$ cat config.mk
export PLATFORM = sky130hd
export DESIGN_NAME = serial_tx_queue
export DESIGN_NICKNAME = d
export VERILOG_FILES = /design/src/rtl/serial_pkg.sv /design/src/rtl/sync_fifo.sv /design/src/rtl/serial_tx_queue.sv
export SDC_FILE = /design/constraint.sdc
export NUM_CORES = 1
export LEC_CHECK = 0
export CORE_ASPECT_RATIO = 0.7
export CORE_UTILIZATION = 55
export CTS_CLUSTER_DIAMETER = 30
export DETAILED_ROUTE_END_ITERATION = 10
export PLACE_DENSITY = 0.74
export SKIP_LAST_GASP = 1
export SLEW_MARGIN = 20
export SYNTH_ARGS = -nofsm -noshare
export SYNTH_HDL_FRONTEND = slang
export SYNTH_SLANG_ARGS = --single-unit
export TNS_END_PERCENT = 50
$ cat constraint.sdc
create_clock -name clk -period 3 [get_ports clk]
set_input_delay 0.3 -clock clk [delete_from_list [all_inputs] [get_ports clk]]
set_output_delay 0.3 -clock clk [all_outputs]
set_load 0.02 [all_outputs]
$ cat src/rtl/serial_pkg.sv
// Shared types for the UART transmit queue: byte width and dispatch FSM states.
package serial_pkg;

    localparam int BYTE_W = 8;

    typedef enum logic [1:0] {
        IDLE       = 2'd0,
        ISSUE      = 2'd1,
        WAIT_START = 2'd2,
        WAIT_DONE  = 2'd3
    } txq_state_t;

endpackage

$ cat src/rtl/sync_fifo.sv
// Single-clock FIFO with first-word-fall-through read data and a registered level.
module sync_fifo #(
    parameter  int WIDTH  = 8,
    parameter  int DEPTH  = 16,
    localparam int ADDR_W = $clog2(DEPTH)
) (
    input  logic              clk,
    input  logic              rst,
    input  logic              push,
    input  logic [WIDTH-1:0]  wr_data,
    input  logic              pop,
    output logic [WIDTH-1:0]  rd_data,
    output logic [ADDR_W:0]   level,
    output logic              full,
    output logic              empty
);

    localparam logic [ADDR_W:0] FULL_LVL = (ADDR_W + 1)'(DEPTH);

    logic [WIDTH-1:0]  mem_r [DEPTH];
    logic [ADDR_W-1:0] wr_ptr_r;
    logic [ADDR_W-1:0] rd_ptr_r;
    logic [ADDR_W:0]   count_r;
    logic              push_ok_s;
    logic              pop_ok_s;

    assign full      = (count_r == FULL_LVL);
    assign empty     = (count_r == {(ADDR_W + 1){1'b0}});
    assign level     = count_r;
    assign rd_data   = mem_r[rd_ptr_r];
    // A pop in the same cycle frees a slot, so a full FIFO still accepts the push.
    assign pop_ok_s  = pop && !empty;
    assign push_ok_s = push && (!full || pop_ok_s);

    // Storage array; contents are don't-care until written.
    always_ff @(posedge clk) begin
        if (push_ok_s) begin
            mem_r[wr_ptr_r] <= wr_data;
        end
    end

    // Pointers and occupancy count.
    always_ff @(posedge clk) begin
        if (!rst) begin
            wr_ptr_r <= {ADDR_W{1'b0}};
            rd_ptr_r <= {ADDR_W{1'b0}};
            count_r  <= {(ADDR_W + 1){1'b0}};
        end else begin
            if (push_ok_s) begin
                wr_ptr_r <= wr_ptr_r + ADDR_W'(1);
            end
            if (pop_ok_s) begin
                rd_ptr_r <= rd_ptr_r + ADDR_W'(1);
            end
            case ({push_ok_s, pop_ok_s})
                2'b10:   count_r <= count_r + (ADDR_W + 1)'(1);
                2'b01:   count_r <= count_r - (ADDR_W + 1)'(1);
                default: count_r <= count_r;
            endcase
        end
    end

endmodule

$ cat src/rtl/serial_tx_queue.sv
// Byte queue in front of the UART transmitter: buffers CPU writes and issues
// one tx_we pulse per byte, waiting out each transmitter busy period.
module serial_tx_queue
    import serial_pkg::*;
#(
    parameter  int DEPTH  = 16,
    localparam int ADDR_W = $clog2(DEPTH)
) (
    input  logic              clk,
    input  logic              rst,
    input  logic [BYTE_W-1:0] wr_data,
    input  logic              wr_en,
    output logic              full,
    output logic              empty,
    output logic [ADDR_W:0]   level,
    output logic              overflow,
    input  logic              ovf_clr,
    output logic [BYTE_W-1:0] tx_data,
    output logic              tx_we,
    input  logic              tx_busy
);

    txq_state_t        state_r;
    txq_state_t        state_nx_s;
    logic [BYTE_W-1:0] tx_data_r;
    logic [BYTE_W-1:0] tx_data_nx_s;
    logic              tx_we_r;
    logic              tx_we_nx_s;
    logic              ovf_r;
    logic              ovf_nx_s;
    logic              pop_s;
    logic              drop_s;
    logic [BYTE_W-1:0] head_s;

    sync_fifo #(
        .WIDTH (BYTE_W),
        .DEPTH (DEPTH)
    ) u_fifo (
        .clk     (clk),
        .rst     (rst),
        .push    (wr_en),
        .wr_data (wr_data),
        .pop     (pop_s),
        .rd_data (head_s),
        .level   (level),
        .full    (full),
        .empty   (empty)
    );

    assign tx_data  = tx_data_r;
    assign tx_we    = tx_we_r;
    assign overflow = ovf_r;
    assign drop_s   = wr_en && full && !pop_s;

    // Dispatch next-state: pop the head only when idle and the transmitter is free.
    always_comb begin
        state_nx_s   = state_r;
        tx_data_nx_s = tx_data_r;
        tx_we_nx_s   = 1'b0;
        pop_s        = 1'b0;
        case (state_r)
            IDLE: begin
                if (!empty && !tx_busy) begin
                    pop_s        = 1'b1;
                    tx_we_nx_s   = 1'b1;
                    tx_data_nx_s = head_s;
                    state_nx_s   = ISSUE;
                end else begin
                    state_nx_s   = IDLE;
                end
            end
            ISSUE: begin
                state_nx_s = WAIT_START;
            end
            WAIT_START: begin
                if (tx_busy) begin
                    state_nx_s = WAIT_DONE;
                end else begin
                    state_nx_s = WAIT_START;
                end
            end
            WAIT_DONE: begin
                if (!tx_busy) begin
                    state_nx_s = IDLE;
                end else begin
                    state_nx_s = WAIT_DONE;
                end
            end
            default: begin
                state_nx_s = IDLE;
            end
        endcase
    end

    // Sticky overflow: a dropped write wins over a simultaneous clear.
    always_comb begin
        if (drop_s) begin
            ovf_nx_s = 1'b1;
        end else if (ovf_clr) begin
            ovf_nx_s = 1'b0;
        end else begin
            ovf_nx_s = ovf_r;
        end
    end

    // State and registered outputs.
    always_ff @(posedge clk) begin
        if (!rst) begin
            state_r   <= IDLE;
            tx_data_r <= {BYTE_W{1'b0}};
            tx_we_r   <= 1'b0;
            ovf_r     <= 1'b0;
        end else begin
            state_r   <= state_nx_s;
            tx_data_r <= tx_data_nx_s;
            tx_we_r   <= tx_we_nx_s;
            ovf_r     <= ovf_nx_s;
        end
    end

endmodule

==> flow_summary_export.csv <==
group,metric,value,unit
synthesis,syn_nets,426,
finish,utilization,69.2,%
clock_tree,postCtsSetupBuffers,0,
worst_setup_path,path_class,"flop to flop",
sta,drv_slew,0,
synthesis,synthFlopType,"edfxtp_1",
sta,skew,7.58,ps
synthesis,synth_top_family_by_area,"multiplexers",
sta,min_period_over_period,92.5,%
detailed_routing,drt-initial-drc-count,355,
worst_hold_path,min_from,"state_r[0]$_SDFF_PN0_",
finish,final_nets,479,
worst_setup_path,r2r_cells,11,
pwr,peakVddDrop,0.560,mV
place,gp_congestion,0.837,
clock_tree,clock-sinks,153,
worst_setup_path,cp-end-kind,"flop",
clock_tree,clk_path_buf_depth,2,
worst_setup_path,rr_endpoint,"u_fifo.level[4]$_SDFFE_PN0P_",
clock_tree,post_cts_resized,0,
pwr,fin_total_pwr,5.91,mW
detailed_routing,wire_per_inst,20.1,um
clock_tree,cts_buffers,17,
finish,num_antenna_cells,0,
detailed_routing,drt-total-wl,12.4,mm
synthesis,synth_compound_area_share,6.14,%
synthesis,ys_seq_elements,153,
run,maxCapViolCount,0,
worst_setup_path,critPathArrivalTime,3080,ps
global_routing,grt_usage,22.8,%
finish,drive_above_1_share,13.0,%
place,port_buffers,29,
pwr,powerDensity,806,mW/mm2
sta,fmaxAchievable,0.360,GHz
synthesis,synth_simple_gate_area_share,6.67,%
status,status,"finished, final reports clean",
detailed_routing,drc,0,
clock_tree,clk_pin_slew,60,ps
synthesis,synthAdderAreaFrac,2.16,%
finish,area_growth,19.5,%
global_routing,grt_max_degree,29,
worst_hold_path,hp-class,"flop to flop",
clock_tree,root_buffer,"clkbuf_16",
global_routing,grt_pass1_vias,3260,
sta,slew_headroom,45.2,%
synthesis,avgSynthCellArea,15.2,um2
floorplanning,coreArea,0.0106,mm2
clock_tree,clk_latency,410,ps
pwr,power_leakage,2.37,nW
finish,nFillCells,706,
worst_hold_path,worstHoldEndpoint,"state_r[1]$_SDFF_PN0_",
global_routing,antenna_found_initial,0,
synthesis,synthMuxAreaShare,10.8,%
sta,rsz0062_at_grt,"no",
global_routing,grt-ovfl-total,0,
worst_hold_path,hold_path_depth,1,
synthesis,ys_warn_count,0,
finish,final_cell_mix,"128 x edfxtp_1, 66 x mux2i_1, 32 x o22ai_1",
synthesis,synthXorXnorAreaFrac,1.29,%
worst_setup_path,r2r_slack,220,ps
worst_setup_path,r2r_start,"u_fifo.level[1]$_SDFFE_PN0P_",
place,dp_hpwl,8.12,mm
worst_setup_path,cp-start-kind,"flop",
global_routing,grt_first_pass_wirelength,18.7,mm
clock_tree,cts.htree.levels,4,
sta,hold_viol_final,0,
finish,layout_commonest_cell,"edfxtp_1",
clock_tree,cts_tree,"done",
sta,worst_pin_slew,820,ps
synthesis,synthCells,403,
sta,setup_viol,0,
floorplanning,ios,30,
synthesis,seq_area_frac_synth,70.8,%
worst_setup_path,worstPathMaxFanout,5,
synthesis,async_reset_ff_share,0,%
floorplanning,die_x,128,um
floorplanning,initial_core_util,57.9,%
finish,regArea,0.00435,mm2
floorplanning,std_cell_rows,31,
synthesis,yosysUniqueCellTypes,35,
clock_tree,cts_hold_buf,0,
synthesis,synth_edf_count,128,
sta,fin_tns_setup,0,ps
sta,min_period,2780,ps
floorplanning,dieArea,0.0116,mm2
floorplanning,fp.dieH,90.3,um
detailed_routing,viasPerCell,5.65,
detailed_routing,ant_nets,0,
synthesis,syn_area,0.00613,mm2
sta,setup_slack,225,ps
worst_setup_path,cp.required,3300,ps
detailed_routing,dr.pass1.iters,4,
place,post-place-ws,-150,ps
finish,multi_input_area,0.00166,mm2
detailed_routing,vias,3485,
==> critical path, cell delays in order (launching register included) <==
cell     delay, ps
dfxtp_1        370
nor4_4         440
a31oi_4        140
inv_1           80
ha_1           240
inv_1           90
fa_1           390
nor2b_1        110
o21ai_0        110
nand3_1        100
or3b_2         470
mux2i_1        130
==> power breakdown <==
part           switching, mW  total (mW)  internal (mW)  leakage, nW
clock                  0.796        2.15           1.36        0.295
sequential             0.125        2.57           2.45         1.36
combinational          0.662        1.18          0.516        0.717
total                   1.58        5.91           4.32         2.37
==> cells by family after synthesis <==
family | after synthesis
and+or+nand+nor | 73
muxes | 66
AOI/OAI and AO/OA | 62
DFF | 153
xor gates and xnor gates | 9
adders and majority gates | 10
buffers and inverters | 30
==> per-layer routing <==
| layer | up-vias | wire, um | global-route usage [%] |
|---|---|---|---|
| met5 | - | 0 | 0 |
| met4 | 0 | 104 | 6.57 |
| met3 | 12 | 659 | 5.63 |
| met2 | 89 | 5770 | 34.1 |
| met1 | 1733 | 5850 | 33.0 |
| li1 | 1651 | - | - |
==> registers in the layout, indices dropped and copies added, names as in the netlist <==
name / flops
overflow: 1
state_r: 2
tx_data: 8
tx_we: 1
u_fifo.level: 5
u_fifo.mem_r: 128
u_fifo.rd_ptr_r: 4
u_fifo.wr_ptr_r: 4
==> cells in the mapped netlist (2+ instances only) <==
master,instances,area [um2]
nor2_1,15,56.3
inv_1,10,37.5
nand4_1,2,12.5
xor2_1,5,43.8
and2_1,11,68.8
buf_2,11,55.1
o22ai_1,32,200
clkbuf_1,8,30.0
a21oi_1,12,60.1
nor3_1,4,20.0
mux2i_1,66,661
ha_1,9,113
nor2b_1,6,37.5
nand3_1,3,15.0
dfxtp_1,25,500
nand3b_1,3,22.5
nor4_1,8,50.1
nand2_1,12,45.0
o21ai_0,13,65.1
edfxtp_1,128,3840
nand2b_1,3,18.8
xnor2_1,4,35.0
==> layout make-up <==
class	count	share of cell area, %
clock buffer	22	6.34
tap	148	2.53
inverter	10	0.512
clock inverter	10	1.95
timing repair buffer	54	6.70
sequential	153	59.4
multi-input combinational	220	22.6
==> per-stage QoR <==
stage / hold WS, ps / instance area [um2] / cells
floorplan: 399 / 6130 / 403
global placement: 467 / 6720 / 585
detailed placement: 478 / 6720 / 585
CTS: 493 / 7330 / 617
global route: 547 / 7330 / 617
finish: 491 / 7330 / 617
==> worst max-delay path by stage <==
stage	startpoint	endpoint	slack, ps	depth (start not counted)
finish	u_fifo.level[1]$_SDFFE_PN0P_	u_fifo.level[4]$_SDFFE_PN0P_	220	11
detailed placement	tx_busy	u_fifo.level[4]$_SDFFE_PN0P_	-150	11
CTS	u_fifo.level[0]$_SDFFE_PN0P_	u_fifo.level[4]$_SDFFE_PN0P_	180	11
global route	u_fifo.level[3]$_SDFFE_PN0P_	u_fifo.level[4]$_SDFFE_PN0P_	30	11
floorplan	u_fifo.level[0]$_SDFFE_PN0P_	u_fifo.level[4]$_SDFFE_PN0P_	240	10
global placement	tx_busy	u_fifo.level[4]$_SDFFE_PN0P_	-70	11
(Power assumes the default switching activity.)
